## config.mk

```make
export PLATFORM = sky130hd
export DESIGN_NAME = general_mul_add
export DESIGN_NICKNAME = d
export VERILOG_FILES = /design/src/rtl/general_mul_add.sv
export SDC_FILE = /design/constraint.sdc
export NUM_CORES = 1
export LEC_CHECK = 0
export CAP_MARGIN = 20
export CORE_UTILIZATION = 58
export DETAILED_ROUTE_END_ITERATION = 7
export HOLD_SLACK_MARGIN = 0.03
export MAX_ROUTING_LAYER = met4
export PLACE_DENSITY = 0.88
export SYNTH_ARGS = -nofsm -noshare
export SYNTH_HDL_FRONTEND = slang
export SYNTH_SLANG_ARGS = --single-unit
```

## constraint.sdc

```tcl
create_clock -name clk -period 3.2 [get_ports clk]
set_input_delay 0.8 -clock clk [delete_from_list [all_inputs] [get_ports clk]]
set_output_delay 0.8 -clock clk [all_outputs]
set_load 0.02 [all_outputs]
```

## src/rtl/general_mul_add.sv

```systemverilog
// general_mul_add: sequential shift-add multiply-accumulate, P = Q*B + R.
//   Latency: WIDTH_Q+1 cycles from the accepted start edge to DONE; throughput 1 op per WIDTH_Q+2 cycles.
//   Backpressure: none; a start seen while BUSY is dropped, not queued.
// Ports:
//   clk, rst        - rising-edge clock, synchronous active-high reset
//   start           - request, sampled only while idle
//   Q, B, R         - multiplier, multiplicand and addend, captured when start is accepted
//   P               - result, updated only on completion (cleared by reset)
//   DONE            - one-cycle pulse; P is valid from this cycle on
//   BUSY            - high while an operation is in flight
module general_mul_add #(
  parameter int WIDTH_Q = 4,
  parameter int WIDTH_B = 4,
  parameter int WIDTH_A = WIDTH_Q + WIDTH_B
) (
  input  logic               clk,
  input  logic               rst,
  input  logic               start,
  input  logic [WIDTH_Q-1:0] Q,
  input  logic [WIDTH_B-1:0] B,
  input  logic [WIDTH_B-1:0] R,
  output logic [WIDTH_A-1:0] P,
  output logic               DONE,
  output logic               BUSY
);

  // count must hold the value WIDTH_Q itself.
  localparam int CW = $clog2(WIDTH_Q + 1);

  typedef enum logic [1:0] {
    IDLE = 2'd0,
    RUN  = 2'd1,
    FIN  = 2'd2
  } state_t;

  state_t             state;
  logic [WIDTH_Q-1:0] q_sh;
  logic [WIDTH_A-1:0] b_sh;
  logic [WIDTH_A-1:0] acc;
  logic [CW-1:0]      count;

  always_ff @(posedge clk) begin
    if (rst) begin
      state <= IDLE;
      q_sh  <= '0;
      b_sh  <= '0;
      acc   <= '0;
      count <= '0;
      P     <= '0;
      DONE  <= 1'b0;
      BUSY  <= 1'b0;
    end else begin
      DONE <= 1'b0;
      case (state)
        IDLE: begin
          if (start) begin
            // Width casts zero-extend (or truncate when WIDTH_A is overridden smaller).
            q_sh  <= Q;
            b_sh  <= WIDTH_A'(B);
            acc   <= WIDTH_A'(R);
            count <= CW'(WIDTH_Q);
            BUSY  <= 1'b1;
            state <= RUN;
          end
        end
        RUN: begin
          // One multiplier bit per cycle, LSB first; no early exit so timing is operand-independent.
          if (q_sh[0]) begin
            acc <= acc + b_sh;
          end
          b_sh  <= b_sh << 1;
          q_sh  <= q_sh >> 1;
          count <= count - CW'(1);
          if (count == CW'(1)) begin
            state <= FIN;
          end
        end
        FIN: begin
          P     <= acc;
          DONE  <= 1'b1;
          BUSY  <= 1'b0;
          state <= IDLE;
        end
        default: begin
          BUSY  <= 1'b0;
          state <= IDLE;
        end
      endcase
    end
  end

endmodule

```

Yosys cells after proc, flatten, opt, wreduce, memory -nomap -nowiden. Cells that the tools add are included.

$add $sub $neg: 2. $mul: 0. Divide/modulo/power cells: 0. Magnitude comparators: 0. Eq/ne operators: 6. Shift operators: 0. Mux-type cells: 15. Bitwise logic cells: 1. Reduce and logical (&&, ||, !) cells: 6.

Operators with widths (count): one-hot mux 8 bit (2 select lines) (2); 2-to-1 mux 8 bit (3); adder 8 bit (1); one-hot mux 4 bit (2 select lines) (1); inequality test 2 bit, second input constant (3); one-hot mux 3 bit (2 select lines) (1); AND reduction 2 bit (3); 2-to-1 mux 2 bit (2); 2-to-1 mux 4 bit (1); one-hot mux 2 bit (2 select lines) (1); == test 3 x 1 -> 1 bit, second input constant (1); 2-to-1 mux 3 bit (1); AND reduction 3 bit (1); subtractor 3 x 1 -> 3 bit, second input constant (1); == test 2 x 1 -> 1 bit, second input constant (1); == test 2 bit, second input constant (1); logical NOT 2 bit (1); 2-to-1 mux 1 bit (2); one-hot mux 1 bit (2 select lines) (1); nonzero test 2 bit (1); NOT 1 bit (1).

Register bits: 35. Bits in latches: 0. Memory bits (writable): 0. Memory bits (read-only): 0. Output and inout port bits: 10. Memories kept: 0.

Depth between registers and ports, before layout. Gate-level depths: netlist of the first run.

Word-level depth: 3. Mapped depth: 8. Mapped depth without buffers: 8.

Worst setup path before layout of the first run. OpenSTA, ideal clock, no wires.

Path kind: flip-flop to flip-flop. From: reg b_sh[0]. To: reg acc[6]. Arrival: 1619 ps. Setup slack: 1494 ps. Cell stages (with the launch flop): 9. Path buffers: 0. Clock period less this slack: 1706 ps. Path through: dfxtp_1 -> ha_1 -> inv_1 -> fa_1 -> and2b_1 -> o21ai_2 -> a21oi_1 -> nor3_1 -> o31ai_1.

Longest elaborated chain between the ends: 3.

Ends and longest elaborated chain: start: declaration (line 38) `logic [WIDTH_A-1:0] b_sh;`; start signal: assignment (line 59) `b_sh <= WIDTH_A'(B);`; start signal: assignment (line 71) `b_sh <= b_sh << 1;`; adder 8 bit (line 69) `acc <= acc + b_sh;`; 2-to-1 mux 8 bit (line 68) `if (q_sh[0]) begin`; one-hot mux 8 bit (2 select lines) (line 54) `case (state)`; end signal: assignment (line 60) `acc <= WIDTH_A'(R);`; end signal: assignment (line 69); end: declaration (line 39) `logic [WIDTH_A-1:0] acc;`.

No other way between the ends. The select of a mux whose other input is x is not followed. A chain may end at the register's enable or synchronous reset.

Worst setup path after layout of the first run.
From: in start. To: reg b_sh[6].

Longest elaborated chain between the ends: 2.

Ends and longest elaborated chain: start: declaration (line 18) `input logic start,`; inequality test 2 bit (no line); AND reduction 2 bit (no line).

No other way between the ends.

==> results.yml, run 1 <==
synth:
  synth_edf_count: 0
  synth_top_area_frac: 0.391
  ys.warnings.count: 0
  synth_seq_area_share: 0.391
  synthArstFlopShare: 0
  synth_ff_type: "dfxtp_1"
  syn_area_per_cell_sq_um: 8.14
  yosys-top-cells-area: "dfxtp_1, nor2_1, a21oi_1, ha_1, nand2_1"
  synth_common_cells: "nor2_1, dfxtp_1, a21oi_1"
  synthCells: 220
  syn_area_sq_um: 1790
  yosysTopAreaCell: "dfxtp_1"
  synth_cell_types: 43
  synth_nets: 245
  synth_most_common_cell: "nor2_1"
  ys_ff_latch: 35
global_route:
  overflow: 0
  grt_max_degree: 23
  grt_pass1_vias: 1442
  grt_first_pass_wirelength_mm: 6.06
  grt_use_total: 0.249
  antenna_found_initial: 0
timing:
  timing.hold.ws_ps: 457
  fmax_ghz: 0.477
  maxSlewViolCount: 0
  finalHoldViolCount: 0
  maxSlewHeadroom: 0.506
  setup_viol: 0
  rsz0062_at_grt: "no"
  worstMarginPinSlew_ps: 740
  finClkSkew_ps: 3.76
  min_period_ps: 2100
  finalCritPeriodShare: 0.655
  totalNegativeSetupSlack_ps: 0
worst_setup_path:
  r2r_setup_slack_ps: 1260
  endpoint: "b_sh[6]"
  path_max_fanout: 13
  reg2reg_from: "b_sh[0]"
  startpoint_type: "input port"
  regToRegEndpoint: "acc[6]"
  cp-end-kind: "flop"
  crit_arrival_ps: 2310
  reg2regPathDepth: 8
  critPathKind: "input port to flop"
  worstSetupStartpoint: "start"
  required_ps: 3420
final_layout:
  syn2layout_area_growth_pct: 15.7
  drive_above_1_share: 0.0788
  nets: 265
  fillCellCount: 225
  diodes: 0
  final_cells: 272
placed_design:
  dpl.cell_count: 264
  gp_congestion: 0.866
  portBuffers: 24
  hpwl_mm: 2.56
route:
  drtIter0Drc: 78
  num_vias: 1501
  ant_nets: 0
  drcViolationCount: 5
  wl_mm: 3.53
  post_drt_wl_per_cell_um: 13.0
  vias_per_cell: 5.52
  drtPass1Iterations: 8
floorplanning:
  start_util: 0.628
  pin_count: 25
  die_y_um: 57.6
  rows: 19
  die_x_um: 57.6
  core-area_sq_um: 2850
  fp.dieArea_sq_um: 3320
clocking:
  clk_latency_ps: 340
  cts_tree: "yes"
  cts_hold_buf: 0
  root_buffer: "clkbuf_4"
  postCtsSetupBuffers: 0
  cts_made_buffers: 5
  cts.sinks: 35
  cts_buffer_depth: 2
  htree_levels: 2
  clk_pin_slew_worst_paths_ps: 100
  post_cts_resized: 0
pwr:
  p_leak_nw: 0.809
  peakVddDrop_uv: 305
  power.density_nw_per_um2: 434
job:
  cap_violations: 0
min_path:
  hp-class: "flop to flop"
status:
  outcome: "complete, but fails checks"
  violations: "design-rule violations"
-- worst max-delay path, cell delays in order --
cell             delay [ps]
clkdlybuf4s50_1         760
nor2_1                  140
or2_1                   330
a22oi_1                 210
nor2_1                   60
-- worst min path at each step --
| stage | to | cells after the start | slack (ps) | start |
|---|---|---|---|---|
| global placement | P[3] | 2 | 440 | P[3] |
| detailed placement | P[5] | 2 | 450 | P[5] |
| floorplan | q_sh[2] | 2 | 440 | q_sh[2] |
| global route | P[2] | 2 | 480 | P[2] |
| finish | P[2] | 2 | 460 | P[2] |
| CTS | P[5] | 2 | 460 | P[5] |
-- per-stage QoR --
stage / setup WS [ps] / total power, W / area [sq um] / util
after floorplan: 1490 / 0.000596 / 1790 / -
after global placement: 814 / 0.000631 / 2000 / 0.703
after detailed placement: 772 / 0.000637 / 2000 / 0.703
after CTS: 1110 / 0.000903 / 2070 / 0.727
after global routing: 981 / 0.000947 / 2070 / 0.727
final: 1100 / 0.000899 / 2070 / 0.727
-- report_power, final --
group | internal (W) | leakage [nW] | total [W] | switching [W]
Clock | 0.000129 | 0.0386 | 0.000271 | 0.000142
Sequential | 0.000457 | 0.286 | 0.000481 | 0.0000238
Combinational | 0.0000691 | 0.485 | 0.000147 | 0.0000782
-- cells in the final DEF, fill, tap and decap left out, types with 2 or more instances in the layout --
| cell type | instances |
|---|---|
| nor2_1 | 42 |
| dfxtp_1 | 35 |
| xnor2_1 | 2 |
| ha_1 | 9 |
| nand2b_1 | 2 |
| o21ai_2 | 2 |
| nor3_1 | 5 |
| o221a_2 | 2 |
| a211oi_1 | 6 |
| clkbuf_8 | 2 |
| nor2b_1 | 9 |
| o21ai_0 | 7 |
| clkbuf_4 | 5 |
| clkdlybuf4s50_1 | 24 |
| inv_1 | 8 |
| a21oi_1 | 26 |
| buf_4 | 2 |
| nand2_1 | 24 |
| a22oi_1 | 4 |
-- registers in the layout (all words and copies together) (netlist names) --
signal  count
BUSY        1
DONE        1
P           8
acc         8
b_sh        8
count       3
q_sh        4
state       2
-- layer usage --
metal / wire length [um] / track usage / up-vias / share of wire
li1: - / - / 795 / -
met2: 1660 / 0.409 / 40 / 0.47
met5: 0 / - / - / 0
met1: 1650 / 0.278 / 661 / 0.47
met3: 181 / 0.0794 / 5 / 0.051
met4: 46 / 0.101 / 0 / 0.013
-- final cells by class --
type,instances,area [sq um],area share
multi-input combinational,164,980,0.473
sequential,35,701,0.338
timing repair buffer,26,255,0.123
clock buffer,8,68.8,0.0332
tap,31,38.8,0.0187
inverter,8,30.0,0.0145
-- cells by family (layout without fill, tap and decap cells) --
logic type	count (synthesis)	in the layout	synth area share
multiplexers	1	1	0.00559
adder cells (fa/ha/maj)	10	10	0.0740
XOR/XNOR	3	3	0.0147
buffers and inverters	21	42	0.0621
AO/OA/AOI/OAI	58	58	0.216
flip-flops	35	35	0.391
AND/OR/NAND/NOR	92	92	0.237
Note: power is estimated with default switching activity, not from simulation.
==> run 2, diff against run 1 <==
--- a/config.mk
+++ b/config.mk
@@ -6,11 +6,11 @@
 export NUM_CORES = 1
 export LEC_CHECK = 0
 export CAP_MARGIN = 20
-export CORE_UTILIZATION = 58
+export CORE_UTILIZATION = 54
 export DETAILED_ROUTE_END_ITERATION = 7
 export HOLD_SLACK_MARGIN = 0.03
 export MAX_ROUTING_LAYER = met4
-export PLACE_DENSITY = 0.88
+export PLACE_DENSITY = 0.83
 export SYNTH_ARGS = -nofsm -noshare
 export SYNTH_HDL_FRONTEND = slang
 export SYNTH_SLANG_ARGS = --single-unit
==> constraint.sdc (replaced) <==
create_clock -name clk -period 2.2 [get_ports clk]
set_input_delay 0.55 -clock clk [delete_from_list [all_inputs] [get_ports clk]]
set_output_delay 0.55 -clock clk [all_outputs]
set_load 0.02 [all_outputs]
==> run 2 against run 1 <==
The flow now finishes without violations. Non-clock buffer count is 3 higher. Critical path depth is 3 higher. Clock-buffer cell count is 1 lower. Clock power is 20% higher. Core utilization is 5.2 points lower. Clock skew is 7.9 ps higher. Sequential cell count stayed put.
==> results.yml, run 2 (synthesized netlist as in run 1, its figures left out) <==
status:
  outcome: "complete, no violations"
global_route:
  antenna_found_initial: 0
  grt_max_degree: 20
  grt_pass1_vias: 1414
  overflow: 0
  grt_use_total: 0.229
  grt_first_pass_wirelength_mm: 5.93
timing:
  worstMarginPinSlew_ps: 576
  fmax_ghz: 0.509
  finalCritPeriodShare: 0.893
  finClkSkew_ps: 11.6
  fin_ws_ps: 235
  setup_viol: 0
  min_period_ps: 1970
  maxSlewViolCount: 0
  totalNegativeSetupSlack_ps: 0
  maxSlewHeadroom: 0.616
  finalHoldViolCount: 0
  rsz0062_at_grt: "no"
pwr:
  power.density_nw_per_um2: 592
  p_leak_nw: 0.815
  peakVddDrop_uv: 487
worst_setup_path:
  max_stage_delay_ps: 400
  path_max_fanout: 4
  cp_slowest_cell: "dfxtp_1"
  startpoint_type: "flop"
  critPathKind: "flop to flop"
  cp-end-kind: "flop"
  crit_chain: "ha_1 -> inv_1 -> fa_1 -> and2b_1 -> o21ai_2 -> a21oi_1 -> nor3_1 -> o31ai_1"
  crit_arrival_ps: 2210
  required_ps: 2440
final_layout:
  final_common_cell: "nor2_1"
  diodes: 0
  final_cell_mix: "nor2_1, dfxtp_1, a21oi_1"
  drive_above_1_share: 0.0861
  syn2layout_area_growth_pct: 16.8
  top_regs: "P (8), acc (8), b_sh (8)"
  nets: 268
  final_area_sq_um: 2090
  postLayoutCoreUtil: 0.675
route:
  wl_mm: 3.47
  post_drt_wl_per_cell_um: 12.0
  drtIter0Drc: 69
  drtPass1Iterations: 4
  ant_nets: 0
  drcViolationCount: 0
  vias_per_cell: 5.25
  num_vias: 1512
floorplanning:
  core-area_sq_um: 3100
  rows: 20
  die_y_um: 59.6
  fp.dieArea_sq_um: 3550
  die_x_um: 59.6
  pin_count: 25
  start_util: 0.577
clocking:
  post_cts_resized: 0
  cts_tree: "yes"
  root_buffer: "clkbuf_4"
  clk_latency_ps: 330
  postCtsSetupBuffers: 0
  cts_hold_buf: 0
  clk_pin_slew_worst_paths_ps: 110
  cts.sinks: 35
  cts_made_buffers: 5
  cts_buffer_depth: 2
  htree_levels: 2
job:
  cap_violations: 0
min_path:
  hp-class: "flop to flop"
placed_design:
  hpwl_mm: 2.57
  placed_cell_area_sq_um: 2040
  portBuffers: 24
  post-place-ws_ps: 197
  gp_congestion: 0.911
==> run 2: worst paths after layout <==
check	cells past startpoint	slack, ps	endpoint	start
max	8	230	acc[6]	b_sh[0]
min	2	460	P[4]	P[4]
max reg2reg	8	230	acc[6]	b_sh[0]
min reg2reg	2	460	P[4]	P[4]
==> run 2: area by class of cell <==
| class | instances | area [sq um] |
|---|---|---|
| flip-flops and latches | 35 | 701 |
| well taps | 44 | 55.1 |
| clock inverters | 1 | 5.00 |
| clock buffers | 7 | 45.0 |
| fillers | 271 | 1010 |
| multi-input cells | 164 | 980 |
| repair buffers | 29 | 278 |
| inverters | 8 | 30.0 |
==> run 2: where the power goes <==
part           switching [W]  internal (W)  total [W]
logic               0.000111      0.000103   0.000214
clock network       0.000201      0.000125   0.000325
registers          0.0000343      0.000665   0.000699
total               0.000346      0.000893    0.00124
==> run 2: worst max-delay path, delay by kind of cell, from the launching register on <==
kind,cells,cell delay (ps)
adders and majority gates,2,620
and+or+nand+nor,2,310
DFF,1,400
AOI/OAI and AO/OA,3,480
buffers and inverters,1,70
==> run 2: routing by layer <==
metal	track usage	vias to the layer above	wire length (um)
li1	-	801	-
met1	0.285	680	1750
met2	0.374	26	1550
met3	0.0393	5	117
met4	0.0797	0	48
met5	-	-	0
==> run 2: stage by stage <==
step                      hold WS (ps)  cells  power [W]
after global routing               486    288    0.00130
after detailed placement           449    280   0.000927
after global placement             441    280   0.000923
after CTS                          463    288    0.00124
final                              462    288    0.00124
after floorplan                    437    220   0.000866
